### config.mk
export PLATFORM = sky130hd
export DESIGN_NAME = sprite_descriptor_bank
export DESIGN_NICKNAME = d
export VERILOG_FILES = /design/src/rtl/sprite_descriptor_bank.sv
export SDC_FILE = /design/constraint.sdc
export NUM_CORES = 1
export LEC_CHECK = 0
export ABC_AREA = 1
export CAP_MARGIN = 15
export CORE_MARGIN = 4
export CORE_UTILIZATION = 54
export DETAILED_ROUTE_END_ITERATION = 16
export PLACE_DENSITY = 0.77
export SLEW_MARGIN = 15
export SYNTH_ARGS = -nofsm -noshare
export SYNTH_HDL_FRONTEND = slang
export SYNTH_SLANG_ARGS = --single-unit
### constraint.sdc
create_clock -name iVGA_CLK -period 4 [get_ports iVGA_CLK]
set_clock_uncertainty 0.15 [all_clocks]
set_input_delay 0.6 -clock iVGA_CLK [delete_from_list [all_inputs] [get_ports iVGA_CLK]]
set_output_delay 0.6 -clock iVGA_CLK [all_outputs]
set_load 0.01 [all_outputs]
### src/rtl/sprite_descriptor_bank.sv
// sprite_descriptor_bank: shadowed sprite descriptors, clipped and committed to the VGA outputs at vsync
module sprite_descriptor_bank #(
  parameter int H_ACTIVE = 640,
  parameter int V_ACTIVE = 480
) (
  input  logic        iVGA_CLK,
  input  logic        iRST_n,
  input  logic        iVS,
  input  logic        wr_en,
  input  logic [1:0]  wr_sel,
  input  logic [1:0]  wr_field,
  input  logic [15:0] wr_data,
  input  logic        commit_req,
  output logic        commit_pending,
  output logic        commit_ack,
  output logic [15:0] frame_count,
  output logic [63:0] p1VGA,
  output logic [63:0] p2VGA,
  output logic [63:0] stageVGA
);
  typedef enum logic [2:0] {IDLE, PENDING, CP1, CP2, CST, ACK} state_t;
  state_t state, state_n;
  logic [63:0] shadow [3];
  logic        vs_d;
  logic        vs_fall;

  function automatic logic [63:0] clip(input logic [63:0] d);
    logic [15:0] x, y, w, h, wm, hm;
    x  = d[63:48];
    y  = d[47:32];
    w  = d[31:16];
    h  = d[15:0];
    wm = 16'(H_ACTIVE) - x;
    hm = 16'(V_ACTIVE) - y;
    return (x >= 16'(H_ACTIVE) || y >= 16'(V_ACTIVE) || w == '0 || h == '0) ? 64'h0 :
           {x, y, (w < wm) ? w : wm, (h < hm) ? h : hm};
  endfunction

  assign vs_fall        = vs_d & ~iVS;
  assign commit_pending = state inside {PENDING, CP1, CP2, CST};
  assign commit_ack     = state == ACK;

  always_comb begin
    state_n = state;
    case (state)
      IDLE:    state_n = commit_req ? PENDING : IDLE;
      PENDING: state_n = vs_fall ? CP1 : PENDING;
      CP1:     state_n = CP2;
      CP2:     state_n = CST;
      CST:     state_n = ACK;
      ACK:     state_n = commit_req ? PENDING : IDLE;
      default: state_n = IDLE;
    endcase
  end

  always_ff @(posedge iVGA_CLK or negedge iRST_n) begin
    if (!iRST_n) begin
      state       <= IDLE;
      vs_d        <= 1'b1;
      frame_count <= '0;
      p1VGA       <= '0;
      p2VGA       <= '0;
      stageVGA    <= '0;
      for (int i = 0; i < 3; i++) shadow[i] <= '0;
    end else begin
      state <= state_n;
      vs_d  <= iVS;
      if (vs_fall) frame_count <= frame_count + 16'd1;
      // copies read the shadow as it stood before this edge
      if (state == CP1) p1VGA <= clip(shadow[0]);
      if (state == CP2) p2VGA <= clip(shadow[1]);
      if (state == CST) stageVGA <= clip(shadow[2]);
      if (wr_en && wr_sel != 2'd3) shadow[wr_sel][{~wr_field, 4'b0} +: 16] <= wr_data;
    end
  end
endmodule

==> impl_metrics.env, run 1 <==
export IMPL_status="complete, no violations"
export IMPL_totalNegativeSetupSlack_ns=0
export IMPL_placed_cell_area_um2=23800
export IMPL_clk_root_buffer_cell="sky130_fd_sc_hd__clkbuf_16"
export IMPL_ant_nets=0
export IMPL_final_layout_size_suffix_gt1_share_pct=4.99
export IMPL_routabilityCongestion=0.968
export IMPL_fin_area_um2=25300
export IMPL_grt_overflow=0
export IMPL_report_final_setup_viol=0
export IMPL_hold_path_class="register to register"
export IMPL_leakagePower_uw=0.0126
export IMPL_cts_inserted_buffers=43
export IMPL_cp_start_kind="register"
export IMPL_final_period_minus_worst_setup_slack_ns=3.57
export IMPL_grt_max_degree=100
export IMPL_worst_slew_pin_transition_ns=1.09
export IMPL_floorplan_die_width_um=205
export IMPL_layout_cells_most_common="sky130_fd_sc_hd__nand2_1"
export IMPL_numPlacedInstances=3354
export IMPL_final_min_period_over_clock_period_pct=89.3
export IMPL_num_vias=18700
export IMPL_worst_ir_drop_vdd_uv=316
export IMPL_tritoncts_num_sinks=404
export IMPL_fin_nets=3016
export IMPL_report_power_total_uw=13400
export IMPL_cts_htree_levels=2
export IMPL_finalMaxSlewViolations=0
export IMPL_cp_end_kind="register"
export IMPL_mappedNetlistArea_um2=20900
export IMPL_maxSlewHeadroom_pct=27.1
export IMPL_cp_required_ns=4.35
export IMPL_grt_use_total_pct=29.6
export IMPL_grt_setup_unrepaired="no"
export IMPL_hold_viol_final=0
export IMPL_whs_ns=0.325
export IMPL_detailedPlacementHpwl_mm=46.2
export IMPL_die_h_um=205
export IMPL_num_antenna_cells=0
export IMPL_vias_per_cell=5.45
export IMPL_synth_yosys_warnings=0
export IMPL_tritoncts="yes"
export IMPL_synthesis_nets=2792
export IMPL_wl_per_cell_um=18.1
export IMPL_vias_in_the_first_global_route=18300
export IMPL_flip_flop_and_latch_count_after_synthesis=404
export IMPL_ios=235
export IMPL_power_density_nw_per_um2=528
export IMPL_post_syn_instances=2665
export IMPL_floorplan_rows=71
export IMPL_floorplan_core_area_um2=37900
export IMPL_grt_antenna_before_repair=3
export IMPL_layout_cells_most_common_list="sky130_fd_sc_hd__nand2_1, sky130_fd_sc_hd__dfrtp_1, sky130_fd_sc_hd__inv_1"
export IMPL_cts_reportedPaths_clkPinSlew_ns=0.06
export IMPL_design_die_area_um2=41900
export IMPL_ys_types=34
export IMPL_synth_seq_area_share_pct=48.4
export IMPL_drv_cap=0
export IMPL_insertion_delay_ns=0.58
export IMPL_timing_critical_path_mode_cell="sky130_fd_sc_hd__nand2_1"
export IMPL_firstDrtPassIters=6
export IMPL_initial_core_util_pct=55.1
export IMPL_critical_path_slowest_cell="sky130_fd_sc_hd__dfrtp_1"
export IMPL_crit_chain="nor3_1 -> nand3_1 -> nand2_1 -> nand2_1 -> o21ai_0 -> o21ai_0 -> ha_1 -> a21oi_1 -> o21ai_0 -> nor2_4 -> nand2_1 -> nand2_1 -> nand3_1 -> nand2_1"
export IMPL_drt_first_iter_violations=1680
export IMPL_post_synth_cell_area_avg_um2=7.85
export IMPL_grt_pass1_wl_mm=98.4
export IMPL_route_final_wire_length_mm=62.0
export IMPL_max_freq_mhz=280
export IMPL_worst_path_largest_cell_delay_ns=0.42
export IMPL_postCtsSetupRepairBufs=0
export IMPL_remaining_drc_errors=0
export IMPL_port_buffers=234
export IMPL_timing_worst_setup_path_type="register to register"
export IMPL_cp_max_fo=17
export IMPL_finish_cell_count_without_fillers=3434
export IMPL_critical_path_arrival_ns=3.93
export IMPL_max_clock_path_buffers=3
export IMPL_synthToLayoutAreaGrowth_pct=21.2
[stage by stage]
| step | setup slack (ns) | util [%] |
|---|---|---|
| 2_1_floorplan | 1.15 | - |
| 3_3_place_gp | 0.169 | 62.9 |
| 3_5_place_dp | 0.0613 | 62.9 |
| 4_1_cts | 0.247 | 66.8 |
| 5_1_grt | 0.0150 | 66.8 |
| 6_report | 0.427 | 66.8 |
[synth_stat cells (all sizes together)]
| master | instances | area, um^2 |
|---|---|---|
| clkbuf | 78 | 293 |
| o21a | 4 | 30.0 |
| inv | 308 | 1160 |
| or2 | 1 | 6.26 |
| o21ai | 240 | 1200 |
| nand4 | 21 | 146 |
| buf | 19 | 121 |
| a31oi | 3 | 18.8 |
| nor4 | 6 | 37.5 |
| nor2 | 188 | 738 |
| mux2 | 5 | 56.3 |
| dfrtp | 403 | 10100 |
| xor2 | 65 | 569 |
| nand3b | 2 | 15.0 |
| xnor2 | 6 | 52.6 |
| nor3 | 66 | 340 |
| o211ai | 5 | 37.5 |
| nand3 | 255 | 1300 |
| ha | 102 | 1280 |
| a21oi | 52 | 268 |
| nand2 | 835 | 3140 |
| dfstp | 1 | 26.3 |
[path summary, 6_finish.rpt]
| check | depth (start not counted) | slack (ns) | start | endpoint |
|---|---|---|---|---|
| worst min-delay path | 2 | 0.32 | shadow[177]$_DFFE_PN0P_ | p1VGA[49]$_DFFE_PN0P_ |
| worst min register to register | 2 | 0.32 | shadow[177]$_DFFE_PN0P_ | p1VGA[49]$_DFFE_PN0P_ |
| min in group asynchronous | 2 | 0.49 | iRST_n | p2VGA[44]$_DFFE_PN0P_ |
| worst max-delay path | 14 | 0.43 | shadow[34]$_DFFE_PN0P_ | stageVGA[10]$_DFFE_PN0P_ |
| worst max register to register | 14 | 0.43 | shadow[34]$_DFFE_PN0P_ | stageVGA[10]$_DFFE_PN0P_ |
| max in group asynchronous | 3 | 2.19 | iRST_n | shadow[17]$_DFFE_PN0P_ |
[final cells by class]
| cell class | count | area [um^2] |
|---|---|---|
| fillers | 3181 | 12600 |
| flip-flops and latches | 404 | 10100 |
| multi-input cells | 1856 | 9250 |
| repair buffers | 276 | 2700 |
| clock buffers | 61 | 1250 |
| inverters | 308 | 1160 |
| well taps | 511 | 639 |
| clock inverters | 18 | 231 |
[critical path: cells and delay by family (launching register included)]
| kind | cells | cell delay (ns) |
|---|---|---|
| AOI/OAI and AO/OA | 4 | 0.53 |
| and+or+nand+nor | 9 | 2.13 |
| DFF | 1 | 0.42 |
| adders and majority gates | 1 | 0.30 |
[per-layer routing]
metal	vias up	wire (um)	global-route usage [%]
li1	8966	-	-
met1	8863	27000	41.7
met2	757	27800	46.4
met3	134	4970	5.45
met4	6	2220	10.6
met5	-	55	0
[report_power, final]
part / internal, uW / switching (uW)
sequential: 4570 / 435
clock: 2460 / 1710
combinational: 1440 / 2780
[sequential cells by signal, summed over array words and instances, names as in the netlist]
| name | flops |
|---|---|
| vs_d | 1 |
| state | 3 |
| p1VGA | 64 |
| stageVGA | 64 |
| shadow | 192 |
| p2VGA | 64 |
| frame_count | 16 |
[cell families after synthesis]
| logic type | synth area share (%) |
|---|---|
| AND/OR/NAND/NOR | 27.4 |
| buffers and inverters | 7.51 |
| flip-flops | 48.4 |
| AO/OA/AOI/OAI | 7.44 |
| adder cells (fa/ha/maj) | 6.10 |
| XOR/XNOR | 2.97 |
| multiplexers | 0.269 |
[repair_timing]
item                                   CTS  global route
gates resized for setup                  1             1
endpoints found under the hold margin   87             0
hold buffers                             1             0
setup endpoints to repair                6             9
pin swaps                                0             0
Power figures use the tool's default switching activity.
==> run 2: changes to the inputs <==
--- a/config.mk
+++ b/config.mk
@@ -11,6 +11,7 @@
 export CORE_UTILIZATION = 54
 export DETAILED_ROUTE_END_ITERATION = 16
 export PLACE_DENSITY = 0.77
+export SETUP_SLACK_MARGIN = 0.15
 export SLEW_MARGIN = 15
 export SYNTH_ARGS = -nofsm -noshare
 export SYNTH_HDL_FRONTEND = slang
==> run 2 against run 1 <==
Compared with the run above:
- critical path depth unchanged
- sequential power barely moved
- non-clock buffer count stayed put
- global-route usage stayed put
- register-to-register slack better by 0.14 ns
- sequential cell count unchanged
- sequential share of layout area hardly changed
- die area stayed put
- combinational power about the same
- largest power group unchanged
==> impl_metrics.env, run 2 (same netlist as run 1, synthesis figures left out) <==
export IMPL_maxSlewHeadroom_pct=26.7
export IMPL_vias_in_the_first_global_route=18300
export IMPL_num_vias=18700
export IMPL_floorplan_rows=71
export IMPL_final_min_period_over_clock_period_pct=85.8
export IMPL_placed_cell_area_um2=23800
export IMPL_worstSetupStartpoint="shadow[34]$_DFFE_PN0P_"
export IMPL_worst_ir_drop_vdd_uv=316
export IMPL_leakagePower_uw=0.0126
export IMPL_grt_pass1_wl_mm=98.4
export IMPL_finish_cell_count_without_fillers=3434
export IMPL_cts_inserted_buffers=43
export IMPL_ios=235
export IMPL_drv_cap=0
export IMPL_tritoncts_num_sinks=404
export IMPL_port_buffers=234
export IMPL_critical_path_slowest_cell="sky130_fd_sc_hd__dfrtp_1"
export IMPL_vias_per_cell=5.45
export IMPL_tritoncts="yes"
export IMPL_slack_of_the_worst_reg_to_reg_path_ns=0.57
export IMPL_rr_worst_depth=14
export IMPL_cp_max_fo=17
export IMPL_largest_reg_flops=192
export IMPL_grt_overflow=0
export IMPL_initial_core_util_pct=55.1
export IMPL_layout_cells_most_common_list="sky130_fd_sc_hd__nand2_1, sky130_fd_sc_hd__dfrtp_1, sky130_fd_sc_hd__inv_1"
export IMPL_clk_root_buffer_cell="sky130_fd_sc_hd__clkbuf_16"
export IMPL_final_layout_size_suffix_gt1_share_pct=5.03
export IMPL_cts_htree_levels=2
export IMPL_numPlacedInstances=3354
export IMPL_totalNegativeSetupSlack_ns=0
export IMPL_postCtsSetupRepairBufs=0
export IMPL_remaining_drc_errors=0
export IMPL_design_die_area_um2=41900
export IMPL_floorplan_core_area_um2=37900
export IMPL_worstReg2RegStart="shadow[34]$_DFFE_PN0P_"
export IMPL_biggest_register="shadow"
export IMPL_route_final_wire_length_mm=62.1
export IMPL_num_antenna_cells=0
export IMPL_grt_antenna_before_repair=3
export IMPL_grt_max_degree=100
export IMPL_ant_nets=0
export IMPL_timing_critical_path_mode_cell="sky130_fd_sc_hd__nand2_1"
export IMPL_status="complete, no violations"
export IMPL_hold_viol_final=0
export IMPL_crit_path_end="stageVGA[10]$_DFFE_PN0P_"
export IMPL_synthToLayoutAreaGrowth_pct=21.2
export IMPL_layout_cells_most_common="sky130_fd_sc_hd__nand2_1"
export IMPL_grt_setup_unrepaired="no"
export IMPL_critical_path_arrival_ns=3.78
export IMPL_final_critical_path_setup_slack_ns=0.568
export IMPL_hold_path_class="register to register"
export IMPL_whs_ns=0.325
export IMPL_cp_start_kind="register"
export IMPL_die_h_um=205
export IMPL_power_density_nw_per_um2=528
export IMPL_fin_nets=3016
export IMPL_wl_per_cell_um=18.1
export IMPL_crit_chain="nor3_2 -> nand3_1 -> nand2_1 -> nand2_1 -> o21ai_0 -> o21ai_0 -> ha_1 -> a21oi_1 -> o21ai_0 -> nor2_4 -> nand2_1 -> nand2_1 -> nand3_1 -> nand2_1"
export IMPL_max_clock_path_buffers=3
export IMPL_max_freq_mhz=291
export IMPL_report_final_setup_viol=0
export IMPL_worst_path_largest_cell_delay_ns=0.42
export IMPL_final_period_minus_worst_setup_slack_ns=3.43
export IMPL_cp_end_kind="register"
export IMPL_firstDrtPassIters=6
export IMPL_detailedPlacementHpwl_mm=46.2
export IMPL_worst_slew_pin_transition_ns=1.10
export IMPL_grt_use_total_pct=29.6
export IMPL_insertion_delay_ns=0.58
export IMPL_cp_required_ns=4.35
export IMPL_timing_worst_setup_path_type="register to register"
export IMPL_fill_cell_count=3180
export IMPL_preCtsSetupSlack_ns=0.0613
export IMPL_routabilityCongestion=0.968
export IMPL_fin_area_um2=25400
export IMPL_regToRegEndpoint="stageVGA[10]$_DFFE_PN0P_"
export IMPL_cts_reportedPaths_clkPinSlew_ns=0.06
export IMPL_drt_first_iter_violations=1684
export IMPL_floorplan_die_width_um=205
export IMPL_finalMaxSlewViolations=0
run 2: critical path, delay by kind of cell (launching register included):
family | cells | cell delay, ns
adder cells (fa/ha/maj) | 1 | 0.30
flip-flops | 1 | 0.42
AO/OA/AOI/OAI | 4 | 0.53
AND/OR/NAND/NOR | 9 | 1.96
run 2: how the worst min path moves through the flow:
stage / start / end / slack, ns / cells past startpoint
floorplan: iRST_n / frame_count[0]$_DFFE_PN0P_ / 0.15 / 0
global placement: shadow[167]$_DFFE_PN0P_ / p1VGA[39]$_DFFE_PN0P_ / 0.31 / 2
detailed placement: shadow[177]$_DFFE_PN0P_ / p1VGA[49]$_DFFE_PN0P_ / 0.31 / 2
CTS: iVS / vs_d$_DFF_PN1_ / 0.30 / 1
global route: iVS / vs_d$_DFF_PN1_ / 0.32 / 1
finish: shadow[177]$_DFFE_PN0P_ / p1VGA[49]$_DFFE_PN0P_ / 0.32 / 2
run 2: power by group:
| part | internal, uW | leakage [uW] | switching, uW |
|---|---|---|---|
| logic | 1440 | 0.00653 | 2780 |
| clock network | 2460 | 0.000724 | 1710 |
| registers | 4570 | 0.00538 | 435 |
| total | 8470 | 0.0126 | 4920 |
run 2: routing by layer:
metal	global-route usage, %	vias up	share of wire, %	wire [um]
met4	10.6	6	3.6	2240
met1	41.7	8850	43	27000
met3	5.45	139	8.0	4980
li1	-	8969	-	-
met5	0	-	0.089	55
met2	46.4	744	45	27800
run 2: area by class of cell:
type	count	area (um^2)	share of cell area, %
Clock inverter	18	231	0.913
Clock buffer	61	1250	4.95
Tap cell	511	639	2.52
Timing Repair Buffer	276	2700	10.7
Multi-Input combinational cell	1856	9260	36.5
Sequential cell	404	10100	39.9
Inverter	308	1160	4.56
run 2: metrics by stage:
stage | utilization (%) | total power (uW)
6_report | 66.8 | 13400
5_1_grt | 66.8 | 14200
4_1_cts | 66.8 | 13400
3_5_place_dp | 62.9 | 9190
3_3_place_gp | 62.9 | 9050
2_1_floorplan | - | 7840
run 2: what timing repair did:
action | 4_1_cts | 5_1_grt
pin swaps | 0 | 0
gates resized for setup | 1 | 2
endpoints found under the hold margin | 87 | 0
hold buffers | 1 | 0
endpoints found under the setup margin | 16 | 16
==> run 3: changes to the inputs <==
--- a/config.mk
+++ b/config.mk
@@ -7,7 +7,6 @@
 export LEC_CHECK = 0
 export ABC_AREA = 1
 export CAP_MARGIN = 15
-export CORE_MARGIN = 4
 export CORE_UTILIZATION = 54
 export DETAILED_ROUTE_END_ITERATION = 16
 export PLACE_DENSITY = 0.77
==> constraint.sdc (replaced) <==
create_clock -name iVGA_CLK -period 3.3 [get_ports iVGA_CLK]
set_clock_uncertainty 0.15 [all_clocks]
set_input_delay 0.495 -clock iVGA_CLK [delete_from_list [all_inputs] [get_ports iVGA_CLK]]
set_output_delay 0.495 -clock iVGA_CLK [all_outputs]
set_load 0.01 [all_outputs]
==> run 3 against run 2 <==
Compared with the run above:
- routed wire length decreased by 1.8%
- combinational power up 27%
- power is 24% higher
- hold slack got worse by 0.081 ns
- sequential share of layout area is 0.72 points lower
- largest power group unchanged
==> impl_metrics.env, run 3 (same netlist as run 1, synthesis figures left out) <==
export IMPL_worst_ir_drop_vdd_uv=387
export IMPL_largest_reg_flops=192
export IMPL_max_clock_path_buffers=3
export IMPL_tritoncts_num_sinks=404
export IMPL_cts_reportedPaths_clkPinSlew_ns=0.06
export IMPL_ios=235
export IMPL_final_min_period_over_clock_period_pct=92.4
export IMPL_detailedPlacementHpwl_mm=45.6
export IMPL_routabilityCongestion=1.02
export IMPL_final_period_minus_worst_setup_slack_ns=3.05
export IMPL_fill_cell_count=3138
export IMPL_cp_start_kind="register"
export IMPL_remaining_drc_errors=0
export IMPL_floorplan_rows=71
export IMPL_finalMaxSlewViolations=0
export IMPL_clk_root_buffer_cell="sky130_fd_sc_hd__clkbuf_16"
export IMPL_critical_path_arrival_ns=3.33
export IMPL_route_final_wire_length_mm=60.9
export IMPL_tritoncts="yes"
export IMPL_drv_cap=0
export IMPL_hold_viol_final=0
export IMPL_port_buffers=234
export IMPL_power_density_nw_per_um2=644
export IMPL_initial_core_util_pct=55.3
export IMPL_design_die_area_um2=39500
export IMPL_whs_ns=0.244
export IMPL_slack_of_the_worst_reg_to_reg_path_ns=0.25
export IMPL_layout_cells_most_common_list="sky130_fd_sc_hd__nand2_1, sky130_fd_sc_hd__dfrtp_1, sky130_fd_sc_hd__inv_1"
export IMPL_worst_slew_pin_transition_ns=0.807
export IMPL_regToRegEndpoint="p1VGA[18]$_DFFE_PN0P_"
export IMPL_floorplan_core_area_um2=37800
export IMPL_grt_setup_unrepaired="yes"
export IMPL_cp_max_fo=8
export IMPL_timing_worst_setup_path_type="register to register"
export IMPL_drt_first_iter_violations=1615
export IMPL_biggest_register="shadow"
export IMPL_die_h_um=199
export IMPL_layout_cells_most_common="sky130_fd_sc_hd__nand2_1"
export IMPL_maxSlewHeadroom_pct=45.8
export IMPL_final_layout_size_suffix_gt1_share_pct=6.91
export IMPL_cts_htree_levels=2
export IMPL_seqCellArea_um2=10100
export IMPL_num_vias=19000
export IMPL_vias_in_the_first_global_route=18300
export IMPL_status="complete, no violations"
export IMPL_worstSetupStartpoint="shadow[176]$_DFFE_PN0P_"
export IMPL_fin_nets=3048
export IMPL_vias_per_cell=5.49
export IMPL_wl_per_cell_um=17.6
export IMPL_grt_antenna_before_repair=4
export IMPL_report_final_setup_viol=0
export IMPL_worstReg2RegStart="shadow[176]$_DFFE_PN0P_"
export IMPL_grt_pass1_wl_mm=95.5
export IMPL_ant_nets=0
export IMPL_floorplan_die_width_um=199
export IMPL_cp_required_ns=3.58
export IMPL_leakagePower_uw=0.0129
export IMPL_max_freq_mhz=328
export IMPL_firstDrtPassIters=7
export IMPL_totalNegativeSetupSlack_ns=0
export IMPL_rr_worst_depth=19
export IMPL_grt_use_total_pct=31.1
export IMPL_grt_overflow=0
export IMPL_multi_input_gate_area_in_the_final_layout_um2=9400
export IMPL_cts_inserted_buffers=43
export IMPL_grt_max_degree=76
export IMPL_insertion_delay_ns=0.56
export IMPL_worst_hold_startpoint="iVS"
export IMPL_hold_path_class="input port to register"
export IMPL_cp_end_kind="register"
export IMPL_synthToLayoutAreaGrowth_pct=23.5
export IMPL_crit_path_end="p1VGA[18]$_DFFE_PN0P_"
==> run 3: cell count changes in the layout (fill, tap and decap cells not counted), sizes merged <==
cell,previous run,this run
buf,42,74
clkinvlp,3,1
bufinv,4,7
diode,0,2
clkbuf,61,63
clkinv,10,5
==> run 3: worst min-delay path by stage <==
stage / endpoint / cells after the start
after global placement: p1VGA[39]$_DFFE_PN0P_ / 2
after global routing: vs_d$_DFF_PN1_ / 1
after CTS: vs_d$_DFF_PN1_ / 1
after detailed placement: p1VGA[39]$_DFFE_PN0P_ / 2
after floorplan: frame_count[0]$_DFFE_PN0P_ / 0
final: vs_d$_DFF_PN1_ / 1
==> run 3: layer usage <==
layer	up-vias	track usage (%)	routed length, um
met5	-	0	42
met4	6	13.5	2600
met3	169	5.95	5110
met2	812	48.1	27000
met1	8999	42.7	26200
li1	9027	-	-
==> run 3: cell type report <==
cell class	count	area share [%]
well taps	511	2.48
clock inverters	14	0.974
inverters	308	4.48
repair buffers	308	11.6
multi-input cells	1856	36.4
diodes	2	0.0194
clock buffers	63	4.90
flip-flops and latches	404	39.2
==> run 3: worst max-delay path: stages, from the launching register on <==
cell and delay [ns]:
sky130_fd_sc_hd__dfrtp_1 0.39, sky130_fd_sc_hd__inv_1 0.14, sky130_fd_sc_hd__ha_1 0.21, sky130_fd_sc_hd__nand2_1 0.09, sky130_fd_sc_hd__nor3_1 0.24, sky130_fd_sc_hd__nand2_1 0.10
sky130_fd_sc_hd__nand2_2 0.13, sky130_fd_sc_hd__nand2_1 0.06, sky130_fd_sc_hd__nand2_1 0.06, sky130_fd_sc_hd__nand2_1 0.07, sky130_fd_sc_hd__ha_1 0.28, sky130_fd_sc_hd__nand2_1 0.07
sky130_fd_sc_hd__inv_1 0.04, sky130_fd_sc_hd__nand3_1 0.10, sky130_fd_sc_hd__inv_1 0.09, sky130_fd_sc_hd__a21oi_4 0.20, sky130_fd_sc_hd__buf_2 0.24, sky130_fd_sc_hd__nand3_1 0.11
sky130_fd_sc_hd__nand3_1 0.10, sky130_fd_sc_hd__nand2_1 0.05
==> run 3: what timing repair did <==
| item | 4_1_cts | 5_1_grt |
|---|---|---|
| hold buffers | 1 | 0 |
| gates cloned | 0 | 1 |
| pin swaps | 0 | 5 |
| setup buffers | 0 | 4 |
| gates resized for setup | 1 | 41 |
| hold endpoints to repair | 61 | 0 |
| setup endpoints to repair | 3 | 93 |
==> run 3: stage by stage <==
| stage | total power [uW] | instances | cell area [um^2] | worst slack, ns | util, % |
|---|---|---|---|---|---|
| after floorplan | 9500 | 2665 | 20900 | 0.446 | - |
| after global routing | 17600 | 3464 | 25800 | 0.0738 | 68.2 |
| after global placement | 11000 | 3381 | 24100 | 0.177 | 63.6 |
| after detailed placement | 11200 | 3381 | 24100 | 0.135 | 63.6 |
| final | 16600 | 3466 | 25800 | 0.252 | 68.2 |
| after CTS | 16400 | 3459 | 25600 | 0.180 | 67.6 |
==> run 3: where the power goes <==
| group | switching [uW] | total, uW | internal (uW) |
|---|---|---|---|
| sequential | 533 | 6070 | 5540 |
| clock | 2000 | 5200 | 3200 |
| combinational | 3450 | 5360 | 1910 |
| total | 5990 | 16600 | 10600 |
